$ cat config.mk
export PLATFORM = sky130hd
export DESIGN_NAME = dram_ctrl
export DESIGN_NICKNAME = d
export VERILOG_FILES = /design/src/rtl/dram_pkg.sv /design/src/rtl/dram_refresh_timer.sv /design/src/rtl/dram_ctrl.sv
export SDC_FILE = /design/constraint.sdc
export NUM_CORES = 1
export LEC_CHECK = 0
export CORE_ASPECT_RATIO = 1.75
export CORE_MARGIN = 2
export CORE_UTILIZATION = 53
export DETAILED_ROUTE_END_ITERATION = 8
export HOLD_SLACK_MARGIN = 0.12
export PLACE_DENSITY = 0.77
export SYNTH_ARGS = -nofsm -noshare
export SYNTH_HDL_FRONTEND = slang
export SYNTH_SLANG_ARGS = --single-unit
$ cat constraint.sdc
create_clock -name BCLK -period 2.54 [get_ports BCLK]
set_clock_uncertainty 0.2 [all_clocks]
set_input_delay 0.508 -clock BCLK [delete_from_list [all_inputs] [get_ports BCLK]]
set_output_delay 0.508 -clock BCLK [all_outputs]
set_load 0.005 [all_outputs]
$ cat src/rtl/dram_pkg.sv
// Shared types and helpers for the 68040 DRAM controller.
// Provides the FSM state enum, SIZ encodings, and the byte-lane CAS decode.
// Also provides the row/column split of the CPU address onto the 11-bit MA bus.
package dram_pkg;

  typedef enum logic [2:0] {
    ST_IDLE,
    ST_RCD,
    ST_CAS,
    ST_CPRE,
    ST_RCAS,
    ST_RRAS,
    ST_PRE
  } state_e;

  localparam logic [1:0] SIZ_LONG = 2'b00;
  localparam logic [1:0] SIZ_BYTE = 2'b01;
  localparam logic [1:0] SIZ_WORD = 2'b10;
  localparam logic [1:0] SIZ_LINE = 2'b11;

  // Width of the shared per-state cycle counter.
  localparam int CNT_W = 8;

  // CAS3 drives D31:24, so byte offset 0 maps to the top lane.
  function automatic logic [3:0] lane_cas(input logic [1:0] a, input logic [1:0] siz);
    logic [3:0] c;
    c = 4'b1111;
    case (siz)
      SIZ_BYTE:           c = 4'b1000 >> a;
      SIZ_WORD:           c = a[1] ? 4'b0011 : 4'b1100;
      SIZ_LONG, SIZ_LINE: c = 4'b1111;
      default:            c = 4'b1111;
    endcase
    return c;
  endfunction

  function automatic logic [10:0] row_of(input logic [23:0] a);
    return a[23:13];
  endfunction

  function automatic logic [10:0] col_of(input logic [23:0] a);
    return a[12:2];
  endfunction

endpackage

$ cat src/rtl/dram_refresh_timer.sv
// Refresh request generator: free-running down-counter with a single pending flag.
// Latency: ref_pend_o rises on the edge where the counter is at zero; clears on ref_ack_i.
// Backpressure: an expiry while a refresh is already owed is absorbed (only one is owed).
// Ports: clk_i, rst_ni (async active-low), ref_ack_i (one-cycle ack), ref_pend_o.
module dram_refresh_timer #(
  parameter int REFRESH_PERIOD = 390
) (
  input  logic clk_i,
  input  logic rst_ni,
  input  logic ref_ack_i,
  output logic ref_pend_o
);

  localparam int CW = $clog2(REFRESH_PERIOD + 1);
  localparam logic [CW-1:0] RELOAD = CW'(REFRESH_PERIOD - 1);

  logic [CW-1:0] cnt_q, cnt_d;
  logic          pend_q, pend_d;
  logic          expire;

  always_comb begin
    expire = (cnt_q == '0);
    cnt_d  = expire ? RELOAD : (cnt_q - CW'(1));
    // A fresh expiry coinciding with an ack still leaves one refresh owed.
    pend_d = expire | (pend_q & ~ref_ack_i);
  end

  always_ff @(posedge clk_i or negedge rst_ni) begin
    if (!rst_ni) begin
      cnt_q  <= RELOAD;
      pend_q <= 1'b0;
    end else begin
      cnt_q  <= cnt_d;
      pend_q <= pend_d;
    end
  end

  assign ref_pend_o = pend_q;

endmodule

$ cat src/rtl/dram_ctrl.sv
// 68040 bus-side DRAM controller: RAS/CAS sequencing, row/col mux, nWE, nTA, CBR refresh.
// Latency: first strobe one BCLK after the nTS sample edge; nTA on last CAS cycle of each beat.
// Backpressure: none toward the CPU; refresh waits for IDLE and wins ties with a new access.
// Ports: BCLK, nRESET (async active-low), nTS/dramsel/A/SIZ/RW from the CPU bus;
//        MA, RAS, CAS, nWE, nTA to the SIMM array / CPU, all driven straight from flops.
module dram_ctrl
  import dram_pkg::*;
#(
  parameter int TRCD_CYC       = 2,
  parameter int TCAS_CYC       = 2,
  parameter int TRP_CYC        = 2,
  parameter int REFRESH_PERIOD = 390
) (
  input  logic        BCLK,
  input  logic        nRESET,
  input  logic        nTS,
  input  logic        dramsel,
  input  logic [23:0] A,
  input  logic [1:0]  SIZ,
  input  logic        RW,
  output logic [10:0] MA,
  output logic [3:0]  RAS,
  output logic [3:0]  CAS,
  output logic        nWE,
  output logic        nTA
);

  localparam logic [CNT_W-1:0] RCD_LAST  = CNT_W'(TRCD_CYC - 1);
  localparam logic [CNT_W-1:0] CAS_LAST  = CNT_W'(TCAS_CYC - 1);
  localparam logic [CNT_W-1:0] RRAS_LAST = CNT_W'(TRCD_CYC + TCAS_CYC - 1);
  localparam logic [CNT_W-1:0] PRE_LAST  = CNT_W'(TRP_CYC - 1);

  state_e           state_q, state_d;
  logic [CNT_W-1:0] cnt_q, cnt_d;
  logic [1:0]       beat_q, beat_d;
  logic             acc_pend_q, acc_pend_d;
  logic [23:0]      addr_q, addr_d;
  logic [1:0]       siz_q, siz_d;
  logic             rw_q, rw_d;

  logic [10:0]      ma_q, ma_d;
  logic [3:0]       ras_q, ras_d;
  logic [3:0]       cas_q, cas_d;
  logic             nwe_q, nwe_d;
  logic             nta_q, nta_d;

  logic             capture;
  logic             ref_pend;
  logic             ref_ack;
  logic             beat_adv;

  dram_refresh_timer #(
    .REFRESH_PERIOD(REFRESH_PERIOD)
  ) u_refresh (
    .clk_i     (BCLK),
    .rst_ni    (nRESET),
    .ref_ack_i (ref_ack),
    .ref_pend_o(ref_pend)
  );

  assign capture = ~nTS & dramsel;
  assign ref_ack = (state_q == ST_RCAS);

  // Next-state logic.
  always_comb begin
    state_d = state_q;
    case (state_q)
      ST_IDLE: begin
        if (ref_pend)        state_d = ST_RCAS;
        else if (acc_pend_q) state_d = ST_RCD;
      end
      ST_RCD:  if (cnt_q == RCD_LAST) state_d = ST_CAS;
      ST_CAS: begin
        if (cnt_q == CAS_LAST)
          state_d = (siz_q == SIZ_LINE && beat_q != 2'd3) ? ST_CPRE : ST_PRE;
      end
      ST_CPRE: state_d = ST_CAS;
      ST_RCAS: state_d = ST_RRAS;
      ST_RRAS: if (cnt_q == RRAS_LAST) state_d = ST_PRE;
      ST_PRE:  if (cnt_q == PRE_LAST)  state_d = ST_IDLE;
      default: state_d = ST_IDLE;
    endcase
  end

  // Datapath next-state: cycle counter, beat counter, latched request.
  always_comb begin
    beat_adv   = (state_q == ST_CAS) && (state_d == ST_CPRE);
    cnt_d      = (state_d != state_q || state_q == ST_IDLE) ? '0 : cnt_q + CNT_W'(1);
    beat_d     = beat_q;
    if (state_q == ST_IDLE && state_d == ST_RCD) beat_d = 2'd0;
    else if (beat_adv)                           beat_d = beat_q + 2'd1;

    addr_d     = addr_q;
    siz_d      = siz_q;
    rw_d       = rw_q;
    acc_pend_d = acc_pend_q;
    if (capture) begin
      addr_d     = A;
      siz_d      = SIZ;
      rw_d       = RW;
      acc_pend_d = 1'b1;
    end else begin
      // Line bursts walk A[3:2] modulo 4 starting from the critical longword.
      if (beat_adv) addr_d = {addr_q[23:4], addr_q[3:2] + 2'd1, addr_q[1:0]};
      // Only an access leaving CAS retires the request; refresh precharge must not.
      if (state_q == ST_CAS && state_d == ST_PRE) acc_pend_d = 1'b0;
    end
  end

  // Outputs are decoded from the next state and registered, so every pin is a flop.
  always_comb begin
    ras_d = 4'b0000;
    cas_d = 4'b0000;
    nwe_d = 1'b1;
    nta_d = 1'b1;
    ma_d  = row_of(addr_d);
    case (state_d)
      ST_RCD: begin
        ras_d = 4'b1111;
        nwe_d = rw_d;
      end
      ST_CAS: begin
        ras_d = 4'b1111;
        cas_d = lane_cas(addr_d[1:0], siz_d);
        ma_d  = col_of(addr_d);
        nwe_d = rw_d;
        nta_d = (cnt_d != CAS_LAST);
      end
      ST_CPRE: begin
        ras_d = 4'b1111;
        ma_d  = col_of(addr_d);
        nwe_d = rw_d;
      end
      ST_RCAS: cas_d = 4'b1111;
      ST_RRAS: begin
        ras_d = 4'b1111;
        cas_d = 4'b1111;
      end
      default: ;
    endcase
  end

  always_ff @(posedge BCLK or negedge nRESET) begin
    if (!nRESET) begin
      state_q    <= ST_IDLE;
      cnt_q      <= '0;
      beat_q     <= 2'd0;
      acc_pend_q <= 1'b0;
      addr_q     <= '0;
      siz_q      <= SIZ_LONG;
      rw_q       <= 1'b1;
      ma_q       <= '0;
      ras_q      <= 4'b0000;
      cas_q      <= 4'b0000;
      nwe_q      <= 1'b1;
      nta_q      <= 1'b1;
    end else begin
      state_q    <= state_d;
      cnt_q      <= cnt_d;
      beat_q     <= beat_d;
      acc_pend_q <= acc_pend_d;
      addr_q     <= addr_d;
      siz_q      <= siz_d;
      rw_q       <= rw_d;
      ma_q       <= ma_d;
      ras_q      <= ras_d;
      cas_q      <= cas_d;
      nwe_q      <= nwe_d;
      nta_q      <= nta_d;
    end
  end

  assign MA  = ma_q;
  assign RAS = ras_q;
  assign CAS = cas_q;
  assign nWE = nwe_q;
  assign nTA = nta_q;

endmodule
# ---- Yosys cells after proc, flatten, opt, wreduce, memory -nomap -nowiden
# Cells that the tools add are included.
dict set report classes {
  add_sub_neg 4
  eq_ne 21
  n_shift 1
  muxes 25
  n_bitwise 5
  n_reduce_logical 15
}
# operator n
set op_table {}
lappend op_table {{2-to-1 mux 24 bit} 1}
lappend op_table {{2-to-1 mux 3 bit} 7}
lappend op_table {{one-hot mux 3 bit (7 select lines)} 1}
lappend op_table {{== test 3 bit, second input constant} 6}
lappend op_table {{== test 3 x 2 -> 1 bit, second input constant} 4}
lappend op_table {{2-to-1 mux 4 bit} 3}
lappend op_table {{one-hot mux 4 bit (3 select lines)} 1}
lappend op_table {{2-to-1 mux 11 bit} 1}
lappend op_table {{logical NOT 9 bit} 1}
lappend op_table {{2-to-1 mux 9 bit} 1}
lappend op_table {{subtractor 9 x 1 -> 9 bit, second input constant} 1}
lappend op_table {{adder 8 x 1 -> 8 bit, second input constant} 1}
lappend op_table {{== test 8 x 1 -> 1 bit, second input constant} 1}
lappend op_table {{== test 8 x 2 -> 1 bit, second input constant} 1}
lappend op_table {{2-to-1 mux 8 bit} 1}
lappend op_table {{!= test 8 x 1 -> 1 bit, second input constant} 1}
lappend op_table {{one-hot mux 4 bit (2 select lines)} 1}
lappend op_table {{== test 2 bit, second input constant} 3}
lappend op_table {{== test 3 x 1 -> 1 bit, second input constant} 2}
lappend op_table {{2-to-1 mux 2 bit} 3}
lappend op_table {{OR reduction 2 bit} 3}
lappend op_table {{2-to-1 mux 1 bit} 5}
lappend op_table {{adder 2 x 1 -> 2 bit, second input constant} 2}
lappend op_table {{logical AND 1 bit} 4}
lappend op_table {{other kinds (13)} 16}
dict set report word_totals {
  reg_bits 72
  input_bits 31
  elab_cells 85
}

# ---- Depth between registers and ports, before layout
dict set report logic_depth {
  word_depth 12
  mapped_depth 10
  ltp_nobuf 8
}

# ---- Cells and area by module
# A second synthesis with hierarchy kept.
dict set report unflattened {
  hier_cells 276
  hier_area_um2 3231.8
}
# mod n_inst cells_each area_each_um2 seq_area_each_um2
set modules_own_cells {}
lappend modules_own_cells {dram_ctrl 1 231 2726.4 1480.2}
lappend modules_own_cells {dram_refresh_timer 1 45 505.5 255.2}

# ---- Least setup slack after synthesis
# No wires, ideal clock.
dict set report synth_timing {
  path_kind {input port to flip-flop}
  startpoint {in dramsel}
  endpoint {reg cas_q[2], in the netlist CAS[2]}
  setup_ps 84
  arrival_time_ps 2409
  required_ps 2256
  setup_slack_ps -152
  cell_stages 10
  n_path_buf 2
  cell_sequence {nor2b_1 > clkbuf_1 > clkbuf_1 > mux2i_1 > inv_1 > ha_1 > nand2b_1 > o21ai_0 > a21oi_1 > o21ai_0}
}
dict set report synth_between {
  elab_chain_len 6
  elab_cells_between_ends 12
  classes_between {eq/ne (3); shift (1); mux (5); bitwise (1); reduce/logical (2)}
}
# element line
set synth_lines {}
lappend synth_lines {{from (decl)} dram_ctrl.sv:17} ;# input logic dramsel,
lappend synth_lines {{AND 1 bit *} dram_ctrl.sv:61} ;# assign capture = ~nTS & dramsel;
lappend synth_lines {{2-to-1 mux 2 bit *} dram_ctrl.sv:97} ;# if (capture) begin
lappend synth_lines {{named net siz_d[0]} dram_ctrl.sv:38} ;# logic [1:0] siz_q, siz_d;
lappend synth_lines {{== test 2 bit / logical NOT 2 bit (equally long branches)} dram_pkg.sv:28} ;# case (siz)
lappend synth_lines {{OR reduction 2 bit} dram_pkg.sv:28}
lappend synth_lines {{one-hot mux 4 bit (3 select lines) *} dram_pkg.sv:28}
lappend synth_lines {{one-hot mux 4 bit (2 select lines) *} dram_ctrl.sv:117} ;# case (state_d)
lappend synth_lines {{named net cas_d[2]} dram_ctrl.sv:43} ;# logic [3:0] cas_q, cas_d;
lappend synth_lines {{to (signal assigned)} dram_ctrl.sv:167} ;# cas_q <= cas_d;
lappend synth_lines {{to (decl)} dram_ctrl.sv:43}
# The timed path passes the listed nets; every way through them passes the cells marked *.
# A chain may end at the register's enable or synchronous reset.

# ---- Worst setup path in the final report
dict set report layout_timing {
  startpoint {reg cnt_q[1]}
  endpoint {reg ma_q[0], in the netlist MA[0]}
}
dict set report layout_between {
  elab_chain_len 8
  elab_cells_between_ends 14
  classes_between {eq/ne (4); mux (8); reduce/logical (2)}
}
# element line
set layout_lines {}
lappend layout_lines {{from (decl)} dram_ctrl.sv:34} ;# logic [CNT_W-1:0] cnt_q, cnt_d;
lappend layout_lines {{from (signal assigned)} dram_ctrl.sv:159} ;# cnt_q <= cnt_d;
lappend layout_lines {{== test 8 x 1 -> 1 bit / == test 8 x 2 -> 1 bit (equally long branches)} n/a}
lappend layout_lines {{2-to-1 mux 3 bit, on equally long branches} n/a}
lappend layout_lines {{one-hot mux 3 bit (7 select lines) *} dram_ctrl.sv:67} ;# case (state_q)
lappend layout_lines {{named net state_d[1]} dram_ctrl.sv:33} ;# state_e state_q, state_d;
lappend layout_lines {{== test 3 x 2 -> 1 bit} {dram_ctrl.sv:87, dram_ctrl.sv:117}}
lappend layout_lines {{logical AND 1 bit} dram_ctrl.sv:87} ;# beat_adv = (state_q == ST_CAS) && (state_d == ST_CPRE);
lappend layout_lines {{2-to-1 mux 4 bit} dram_ctrl.sv:104} ;# if (beat_adv) addr_d = {addr_q[23:4], addr_q[3:2] + 2'd1, addr_q[1:0]};
lappend layout_lines {{2-to-1 mux 24 bit} dram_ctrl.sv:97}
lappend layout_lines {{2-to-1 mux 11 bit *} dram_ctrl.sv:117}
lappend layout_lines {{named net ma_d[0]} dram_ctrl.sv:41} ;# logic [10:0] ma_q, ma_d;
lappend layout_lines {{to (signal assigned)} dram_ctrl.sv:165} ;# ma_q <= ma_d;
lappend layout_lines {{to (decl)} dram_ctrl.sv:41}
# Marked as above.

==> reports/results.tsv <==
stage	metric	value	unit
routing	drc_errors	0	
synth	ys_types	61	
global_route	grt_max_degree	70	
pwr	power_density	886	nW/um^2
routing	drtAntennaViolNets	0	
cells_and_area	antenna_cells	0	
place	port_buffers	51	
timing	hold_violations	0	
cells_and_area	finalInstanceArea	4180	um^2
setup_path	worst_ep_required_time	2.56	ns
timing	tightestPinTransition	0.807	ns
die	rows	37	
clock_tree	cts.root.buffer_cell	clkbuf_8	
timing	period_needed	2.40	ns
cells_and_area	drive_gt1_frac	0.190	
setup_path	path_class	reg2reg	
setup_path	cp-end-kind	flip-flop	
synth	netlist_area	3270	um^2
global_route	antenna_found_initial	0	
global_route	grt_overflow	0	
die	die_x	63.4	um
die	core_area	5930	um^2
clock_tree	cts_buffer_depth	2	
cells_and_area	ff_latch_area	1740	um^2
cells_and_area	post-route-util	0.706	
timing	fin_crit_sh	0.946	
setup_path	crit_fanout	12	
die	die_y	108	um
global_route	grt_pass1_wl	11200	um
synth	ys_seq_elements	69	
cells_and_area	finalNetCount	411	
cells_and_area	n_fill_cell	479	
flow_run	maxCapViolations	0	
synth	synth_edf_count	0	
place	gp_congestion	0.830	
global_route	grt_pass1_vias	2547	
synth	syn_nets	344	
die	start_util	0.552	
cells_and_area	final_cell_mix	80 x nand2_1, 62 x dfrtp_1, 50 x clkdlybuf4s50_1	
place	dpl.hpwl	4610	um
timing	max_freq	416	MHz
clock_tree	clock_latency	0.35	ns
synth	yosys_warnings	0	
place	place_area	3910	um^2
pwr	p_total	3.71	mW
hold_path	hold_depth	2	
cells_and_area	area_delta_synth_final	27.9	%
synth	ys.flop_type	dfrtp_1	
routing	wire_per_inst	14.2	um
setup_path	r2r_cells	8	
timing	slew_headroom	0.457	
timing	maxSlewViolCount	0	
synth	synth-seq-area-share	0.531	
synth	avgSynthCellArea	10.7	um^2
setup_path	cp-start-kind	flip-flop	
global_route	grt_use_total	0.210	
clock_tree	clock-sinks	69	
clock_tree	cts_buffers	9	
die	ioPinCount	52	
clock_tree	cts_tree	yes	
pwr	cellLeakagePower	2.01	nW
routing	wirelength	6470	um
cells_and_area	multi_input_area	1370	um^2
clock_tree	clkTransAtPathRegs	0.08	ns
clock_tree	cts_setup_buffers	0	
timing	rsz0062_at_grt	no	
hold_path	worstHoldPathType	reg2reg	
cells_and_area	final_common_cell	nand2_1	
outcome	status	finished, final reports clean	
clock_tree	cts_max_level	3	
timing	finalSetupViolCount	0	
pwr	peakVddDrop	0.923	mV
die	die_area	6840	um^2
setup_path	crit_arrival	2.42	ns
synth	synthCells	307	
routing	drt-initial-drc-count	73	
routing	drt-pass1-iter-count	4	
routing	via_count	2413	
synth	synth-async-reset-ratio	1.00	
routing	drt-vias-per-instance	5.28	
==> routing by layer <==
layer	share of wire	routed length, um	GRT usage	up-vias
met5	0	0	0	-
li1	-	-	-	1164
met4	0.023	147	0.0994	0
met2	0.57	3710	0.392	50
met3	0.034	218	0.0439	17
met1	0.37	2400	0.221	1182
==> critical path, cell delays in order, from the launching register on <==
cell and delay [ns]:
dfrtp_1 0.39, inv_1 0.07, ha_1 0.16, or4b_4 0.51, o21ai_2 0.13, o211a_1 0.19
inv_2 0.06, nand2_4 0.20, mux2_2 0.37
==> registers in the layout (all words and copies together) (netlist names) <==
signal	flops
u_refresh.ref_pend_o	1
MA	11
u_refresh.cnt_q	9
beat_q	2
rw_q	1
RAS	1
siz_q	2
acc_pend_q	1
cnt_q	8
nWE	1
addr_q	24
state_q	3
CAS	4
nTA	1
==> Yosys cell counts, drive strengths merged, types with 2 or more instances <==
cell    number  share of area
a21oi        4         0.0061
a31oi        4         0.0076
and3         2         0.0042
and3b        2         0.0057
buf          8          0.022
clkbuf       9          0.020
dfrtp       62           0.47
dfstp        7          0.056
ha           6          0.023
inv          9          0.010
mux2        11          0.048
mux2i        6          0.018
nand2       81          0.095
nand2b       5         0.0096
nand3        6          0.011
nand4        4         0.0096
nor2        18          0.023
nor2b        4         0.0076
nor3         6          0.016
nor3b        3         0.0069
nor4         3         0.0057
o211a        2         0.0084
o21ai        9          0.015
or4b         2         0.0073
xnor2        4          0.011
xor2        11          0.029
==> logic make-up (layout without fill, tap and decap cells) <==
family,count (synthesis),in the layout,share of synthesized area
and+or+nand+nor,145,145,0.225
DFF,69,69,0.531
AOI/OAI and AO/OA,29,29,0.0627
buffers and inverters,26,98,0.0516
muxes,17,17,0.0666
xor gates and xnor gates,15,15,0.0402
adders and majority gates,6,6,0.0230
==> cell type report <==
| type | instances | area share |
|---|---|---|
| Timing Repair Buffer | 73 | 0.164 |
| Tap cell | 78 | 0.0233 |
| Clock inverter | 5 | 0.0254 |
| Sequential cell | 69 | 0.415 |
| Multi-Input combinational cell | 212 | 0.328 |
| Inverter | 9 | 0.00807 |
| Clock buffer | 11 | 0.0362 |
==> path summary, 6_finish.rpt <==
check                                      from                           end  slack [ns]
setup / recovery             cnt_q[1]$_DFF_PN0_               MA[0]$_DFF_PN0_        0.14
hold / removal             addr_q[13]$_DFF_PN0_          addr_q[13]$_DFF_PN0_        0.27
setup reg to reg             cnt_q[1]$_DFF_PN0_               MA[0]$_DFF_PN0_        0.14
hold reg to reg            addr_q[13]$_DFF_PN0_          addr_q[13]$_DFF_PN0_        0.27
max in group asynchronous                nRESET  u_refresh.cnt_q[2]$_DFF_PN1_        1.29
min in group asynchronous                nRESET           addr_q[1]$_DFF_PN0_        0.50
==> metrics by stage <==
stage	std cells	hold WS [ns]	setup WS (ns)	setup TNS [ns]
2_1_floorplan	307	0.0124	0.0536	0
3_3_place_gp	440	0.249	-0.0708	-0.224
3_5_place_dp	440	0.255	-0.300	-0.974
4_1_cts	457	0.271	0.101	0
5_1_grt	457	0.296	0.00806	0
6_report	457	0.266	0.137	0
==> power breakdown <==
group	internal (mW)	switching, mW	total (mW)
combinational	0.629	0.548	1.18
clock	0.707	0.411	1.12
sequential	1.30	0.111	1.41
total	2.64	1.07	3.71
==> what timing repair did <==
action | in CTS | in global routing
setup endpoints to repair | 0 | 1
hold endpoints to repair | 62 | 0
hold buffers | 1 | 0
resized for setup | 0 | 1
Power figures use the tool's default switching activity.
